## config.mk

```make
export PLATFORM = sky130hd
export DESIGN_NAME = flit_injector
export DESIGN_NICKNAME = d
export VERILOG_FILES = /design/src/rtl/flit_injector.sv
export SDC_FILE = /design/constraint.sdc
export NUM_CORES = 1
export LEC_CHECK = 0
export BUFFER_PORTS_ARGS = -buffer_cell sky130_fd_sc_hd__buf_4
export CAP_MARGIN = 20
export CELL_PAD_IN_SITES_DETAIL_PLACEMENT = 2
export CELL_PAD_IN_SITES_GLOBAL_PLACEMENT = 2
export CORE_UTILIZATION = 48
export DETAILED_ROUTE_END_ITERATION = 8
export GPL_TIMING_DRIVEN = 0
export PLACE_DENSITY = 0.91
export SKIP_LAST_GASP = 1
export SLEW_MARGIN = 10
export SYNTH_ARGS = -nofsm -noshare
export SYNTH_HDL_FRONTEND = slang
export SYNTH_SLANG_ARGS = --single-unit
```

## constraint.sdc

```tcl
create_clock -name clk -period 6 [get_ports clk]
set_input_delay 1.8 -clock clk [delete_from_list [all_inputs] [get_ports clk]]
set_output_delay 1.8 -clock clk [all_outputs]
set_load 0.02 [all_outputs]
```

## src/rtl/flit_injector.sv

```systemverilog
// flit_injector: local FIFO in front of a credit-based router input port.
// Flits from the core are queued, then sent one per cycle while the injector
// holds downstream credits. Each credit is one free slot in the router's buffer.
module flit_injector #(
    parameter int FW = 36,
    parameter int B  = 4,
    parameter int D  = 4
) (
    input  logic                     clk,
    input  logic                     rst,
    input  logic                     in_valid,
    input  logic [FW-1:0]            in_flit,
    output logic                     in_ready,
    output logic                     flit_out_wr,
    output logic [FW-1:0]            flit_out,
    input  logic                     credit_in,
    output logic [$clog2(B+1)-1:0]   credit_cnt,
    output logic [$clog2(D+1)-1:0]   fifo_cnt,
    output logic                     credit_err
);

    localparam int CW = $clog2(B+1);
    localparam int DW = $clog2(D+1);
    localparam int PW = $clog2(D);

    logic [FW-1:0] mem [D];
    logic [PW-1:0] wr_ptr;
    logic [PW-1:0] rd_ptr;
    logic          accept;
    logic          send;

    // Full is decided from registered occupancy only, so a pop in the same
    // cycle never opens a slot for a push when the FIFO is full.
    assign in_ready = (fifo_cnt != DW'(D));
    assign accept   = in_valid && in_ready;
    assign send     = (fifo_cnt != '0) && (credit_cnt != '0);

    // Storage: no reset needed, occupancy and pointers define what is valid.
    always_ff @(posedge clk) begin
        if (accept)
            mem[wr_ptr] <= in_flit;
    end

    // Pointers wrap naturally because D is a power of two.
    always_ff @(posedge clk or posedge rst) begin
        if (rst) begin
            wr_ptr   <= '0;
            rd_ptr   <= '0;
            fifo_cnt <= '0;
        end else begin
            if (accept)
                wr_ptr <= wr_ptr + PW'(1);
            if (send)
                rd_ptr <= rd_ptr + PW'(1);
            case ({accept, send})
                2'b10:   fifo_cnt <= fifo_cnt + DW'(1);
                2'b01:   fifo_cnt <= fifo_cnt - DW'(1);
                default: fifo_cnt <= fifo_cnt;
            endcase
        end
    end

    // Registered output stage: one write strobe per send, data held otherwise.
    always_ff @(posedge clk or posedge rst) begin
        if (rst) begin
            flit_out_wr <= 1'b0;
            flit_out    <= '0;
        end else begin
            flit_out_wr <= send;
            if (send)
                flit_out <= mem[rd_ptr];
        end
    end

    // Credit accounting: a send and a returned credit in the same cycle cancel.
    // A credit arriving with the counter already full is a protocol error.
    always_ff @(posedge clk or posedge rst) begin
        if (rst) begin
            credit_cnt <= CW'(B);
            credit_err <= 1'b0;
        end else begin
            if (send && !credit_in) begin
                credit_cnt <= credit_cnt - CW'(1);
            end else if (!send && credit_in) begin
                if (credit_cnt == CW'(B))
                    credit_err <= 1'b1;
                else
                    credit_cnt <= credit_cnt + CW'(1);
            end
        end
    end

endmodule

```

== Yosys cells after proc, flatten, opt, wreduce, memory -nomap -nowiden ==
Memories as Yosys holds them, arrays and structs flattened. A register that Yosys moved wholly into a read port is not among the register bits.
Cells that the tools add are included.

* RAM bits: 144
* Bits of input ports: 40
* Logic and storage cells: 37
* Register bits after elaboration: 12
* Output and inout bits: 45
* Memories: 1

{| class="wikitable"
|+ Memories
! memory !! depth !! width !! rd ports !! clocked after memory_dff !! wr ports !! line !! RTL
|-
| mem || 4 || 36 || 1 || 1 || 1 || 26 || <nowiki>logic [FW-1:0] mem [D];</nowiki>
|}

* Muxes and demuxes: 6
* Eq/ne operators: 5
* Add/subtract/negate cells: 6
* Bitwise operators: 1
* Reductions and logical operators: 12

{| class="wikitable"
|+ Operators by type and width
! operator !! count
|-
| 3-bit 2-to-1 mux || 3
|-
| 3-bit by 1-bit adder with 3-bit output (second input constant) || 2
|-
| 3-bit one-hot mux with 2 select lines || 1
|-
| 3-bit nonzero test || 2
|-
| 3-bit by 1-bit subtractor with 3-bit output (second input constant) || 2
|-
| 2-bit by 1-bit adder with 2-bit output (second input constant) || 2
|-
| 1-bit logical AND || 4
|-
| 2-bit nonzero test || 2
|-
| 3-bit equality test (second input constant) || 1
|-
| 3-bit inequality test (second input constant) || 1
|-
| 3-bit AND reduction || 1
|-
| 2-bit by 1-bit equality test with 1-bit output (second input constant) || 1
|-
| 2-bit equality test (second input constant) || 1
|-
| 1-bit zero test || 2
|-
| 1-bit 2-to-1 mux || 2
|-
| 2-bit inequality test (second input constant) || 1
|-
| 2-bit AND reduction || 1
|-
| 1-bit NOT || 1
|}

== Longest topological paths before layout ==
* Depth in word-level cells: 6
* Depth in mapped cells: 10
* Depth with buffers taken out: 8

== Worst setup path after synthesis ==
Ideal clock, no wire load.

* Kind: input to register
* From: input in_valid
* To: memory mem[0][0] (enable)
* Buffers on the path: 0
* Data required time: 5603 ps
* Setup time: 397 ps
* Slack: 2887 ps
* Stages on the path: 1
* Arrival: 2716 ps
* Path through: and3_1

* Longest elaborated chain between the ends: 3

{| class="wikitable"
|+ Ends and longest elaborated chain
! what !! line !! RTL
|-
| start: declaration || 11 || <nowiki>input logic in_valid,</nowiki>
|-
| 1-bit logical AND || 35 || <nowiki>assign accept = in_valid && in_ready;</nowiki>
|-
| 1-bit 2-to-1 mux || 40 || <nowiki>if (accept)</nowiki>
|-
| 1-bit 2-to-1 mux (not written as such) || 41 || <nowiki>mem[wr_ptr] <= in_flit;</nowiki>
|-
| end: declaration || 26 ||
|}

No other way between the ends.

== Worst setup path after layout ==
* From: register fifo_cnt[0]
* To: output in_ready

* Longest elaborated chain between the ends: 1

{| class="wikitable"
|+ Ends and longest elaborated chain
! what !! line !! RTL
|-
| start: declaration || 18 || <nowiki>output logic [$clog2(D+1)-1:0] fifo_cnt,</nowiki>
|-
| start signal: assignment || 56 || <nowiki>2'b10: fifo_cnt <= fifo_cnt + DW'(1);</nowiki>
|-
| start signal: assignment || 57 || <nowiki>2'b01: fifo_cnt <= fifo_cnt - DW'(1);</nowiki>
|-
| start signal: assignment || 58 || <nowiki>default: fifo_cnt <= fifo_cnt;</nowiki>
|-
| 3-bit inequality test || 34 || <nowiki>assign in_ready = (fifo_cnt != DW'(D));</nowiki>
|-
| end: declaration || 13 || <nowiki>output logic in_ready,</nowiki>
|}

No other way between the ends.

==> results by group <==
Status
  – Status: finished, violations left
  – Failing checks: design-rule violations

Route
  – Post-Route WL: roughly 17 mm
  – Number of iterations in the first detailed-routing pass: 6
  – Vias/cell: 5.61
  – Met2 routed wirelength: between 8 and 9 mm
  – WL met1: approximately 7.0 mm
  – Wirelength per Cell: approximately 27 um
  – Number of nets still failing antenna checks after routing: 0
  – Amount of wire on met3 after detailed routing: about 760 um
  – Drt first-iter violations: 230
  – Remaining design rule violation count: 12
  – Top routing layer used: met4
  – Overall via count from detail_route: roughly 3500

Final layout
  – Non-Filler Cell Area, Final: between 8000 and 9000 sq um
  – Final cell count without fillers: around 630
  – Fill cell count: ~1200
  – Fraction of final layout cells sized beyond drive strength 1: 0.480
  – Final-stage net count: 484
  – Antenna Diode Count: 0
  – Most common library cell in the layout ignoring fill and taps: sky130_fd_sc_hd__edfxtp_1
  – Most used cells in the layout excluding fill and tap cells: sky130_fd_sc_hd__edfxtp_1, sky130_fd_sc_hd__buf_4, sky130_fd_sc_hd__dfrtp_1, sky130_fd_sc_hd__mux4_2, sky130_fd_sc_hd__mux2_2
  – Final core utilization: 0.602
  – Area growth, synth to finish: 21.3%

Critical path
  – Required time of the worst setup path: 4.20 ns
  – CP Data Arrival Time: 1.57 ns
  – Top cell family by delay on the critical path: simple AND/OR/NAND/NOR gates
  – Worst Path Max Fanout: 6
  – CP max stage cell: sky130_fd_sc_hd__or3b_1
  – Critical Path Max Stage Delay: 0.49 ns
  – Kind of critical path: flip-flop to output port
  – Critical path capture point type: output port
  – Worst path bufs/invs: 1
  – Cells traversed along the worst timing path: or3b_1 > buf_4
  – CP startpoint kind: flip-flop

Power and ir drop
  – Fraction of power consumed by combinational cells: 0.365
  – Power share of the sequential group: 0.409
  – Maximum vdd ir drop: between 0.2 and 0.25 mV
  – Clock network fraction of design power: 0.226
  – P_int: between 3000 and 4000 uW
  – Power density over cell area: 564 nW/um^2
  – Net Sw Power: ~1600 uW
  – Switching power share of the total: 0.326
  – Leakage component of the power: approximately 0.0033 uW

Clock tree
  – CTS tree: built
  – Cts bufs inserted: 17
  – PostCTS Resize Cnt: 0
  – Clock latency on the worst-skew pair: ~0.43 ns
  – Buffers inserted during post-CTS setup optimization: 0
  – Clock slew at the register clock pins of the worst setup and hold paths: 0.07 ns
  – Root Driver: sky130_fd_sc_hd__clkbuf_16
  – Clk sinks: around 190
  – Hold buffer count at cts: 0
  – Count of H-tree levels built during CTS: 4
  – Buffer levels on the longest clock path: 2

Die
  – Effective utilization at floorplan: 0.496
  – Count of boundary I/O pins: 85
  – Core Region: ~15000 sq um
  – Floorplan die area: 15600 sq um
  – Die W: around 130 um
  – Standard-cell row count: 44
  – Die Span Y: around 130 um

Yosys
  – Per-instance average area after synthesis: approximately 22 sq um
  – Post-synthesis sequential element count: approximately 190
  – Synthesized net count: roughly 380
  – Count of mapped cells out of synthesis: roughly 330
  – Post-synth EDFFs: roughly 140
  – Share of synthesized registers carrying an async set or reset: 0.250
  – Count of yosys warnings during synthesis: 0
  – Sequential element share of the synthesized area: 0.761
  – Number of library cell types mapped by synthesis: 31
  – Top_reg_cell synth: sky130_fd_sc_hd__edfxtp_1
  – Post-Syn Area: 7270 sq um

GRT
  – Number of global-route vias before repair: between 3000 and 4000
  – Pin count of the biggest net entering global routing: 28
  – Total gr overflow: 0
  – Total Routing Usage GR: 0.231
  – Wire length of the first global-routing pass: roughly 26 mm
  – Initial antenna violation count: 0

Placement
  – Pre-CTS setup slack: between 2 and 3 ns
  – Total placed cells including tap cells: 600
  – RD Place Congestion: approximately 0.73
  – Number of buffer cells added on primary ports: 84
  – Detailed-placement wirelength estimate: between 10 and 15 mm
  – Instance area at placement: between 8000 and 9000 sq um

Hold path
  – Type of the most critical hold path: flip-flop to flip-flop

STA
  – Minimum period implied by the final worst setup slack: around 3.4 ns
  – Peak Freq: 297 MHz
  – Max-slew headroom: 0.504
  – TNS Setup: 0 ns
  – Setup WS post-layout: between 2 and 3 ns
  – Skew final: 0.00801 ns
  – RSZ-0062 raised after global routing: false
  – Final max-slew violation count: 0
  – Actual slew at the worst max-slew pin: between 0.7 and 0.8 ns
  – # setup viols final: 0
  – Portion of the clock cycle consumed by the worst path in the final layout: 0.562
  – Count of endpoints failing hold in the final timing report: 0

Run
  – Number of maximum-capacitance constraint violations: 0
## layer usage
metal | vias up | GRT usage
li1 | 1520 | -
met1 | 1904 | 0.292
met2 | 105 | 0.406
met3 | 14 | 0.0582
met4 | 0 | 0.0495
met5 | - | 0
## power groups by stage
stage	sequential, uW	combinational [uW]	clock [uW]
finish	2040	1810	1130
global placement	2020	1670	0
floorplan	2170	1020	0
detailed placement	2050	1820	0
CTS	2040	1850	1150
global route	2070	1930	1190
## state kept, by name, indices dropped and copies added, names as in the netlist
register     cells
credit_cnt       3
credit_err       1
fifo_cnt         3
flit_out        36
flit_out_wr      1
mem            144
rd_ptr           2
wr_ptr           2
## final timing paths
check	depth (start not counted)	to	slack, ns	from
min reg2reg	1	credit_err$_DFFE_PP0P_	0.48	credit_err$_DFFE_PP0P_
min	1	credit_err$_DFFE_PP0P_	0.48	credit_err$_DFFE_PP0P_
max	2	in_ready	2.63	fifo_cnt[0]$_DFFE_PP0P_
max reg2reg	9	credit_cnt[2]$_DFFE_PP1P_	3.41	credit_cnt[2]$_DFFE_PP1P_
max in group asynchronous	3	flit_out[8]$_DFFE_PP0P_	4.02	rst
min in group asynchronous	2	flit_out[2]$_DFFE_PP0P_	1.42	rst
## metrics by stage
stage               power, uW  hold slack, ns
global placement         3690           0.455
CTS                      5040           0.486
floorplan                3190           0.534
global route             5190           0.504
finish                   4980           0.477
detailed placement       3860           0.471
## worst register-to-register path, cell delays in order, from the launching register on
cell and delay (ns):
sky130_fd_sc_hd__dfstp_2 0.61, sky130_fd_sc_hd__o21a_4 0.18, sky130_fd_sc_hd__buf_6 0.17, sky130_fd_sc_hd__buf_6 0.21
sky130_fd_sc_hd__ha_1 0.28, sky130_fd_sc_hd__inv_1 0.10, sky130_fd_sc_hd__fa_1 0.42, sky130_fd_sc_hd__or2_2 0.29
sky130_fd_sc_hd__o21ai_0 0.14, sky130_fd_sc_hd__a31oi_1 0.10
## final cells by class
type                            instances  area, sq um  area share
Buffer                                 12         88.8      0.0101
Sequential cell                       192         5530       0.627
Multi-Input combinational cell        113         1620       0.184
Clock inverter                         14          154      0.0175
Tap cell                              184          230      0.0261
Timing Repair Buffer                   89          731      0.0829
Inverter                               10         37.5     0.00426
Clock buffer                           18          429      0.0487
## cells by family after synthesis
kind of cell,share of synthesized area
xor gates and xnor gates,0.00844
DFF,0.761
and+or+nand+nor,0.0115
AOI/OAI and AO/OA,0.0105
muxes,0.174
adders and majority gates,0.0176
buffers and inverters,0.0174
## synthesized netlist by cell type, drive strengths merged (2+ instances only)
cell type | n | area, sq um
a21oi | 3 | 15.0
fa | 2 | 40.0
edfxtp | 144 | 4320
or3b | 2 | 17.5
nor2 | 2 | 7.51
and3 | 4 | 25.0
mux2 | 38 | 454
buf | 10 | 81.3
clkbuf | 2 | 7.51
xor2 | 3 | 26.3
dfrtp | 47 | 1180
or2 | 2 | 12.5
ha | 7 | 87.6
inv | 10 | 37.5
mux4 | 36 | 811
xnor2 | 4 | 35.0
Power figures use the tool's default switching activity.
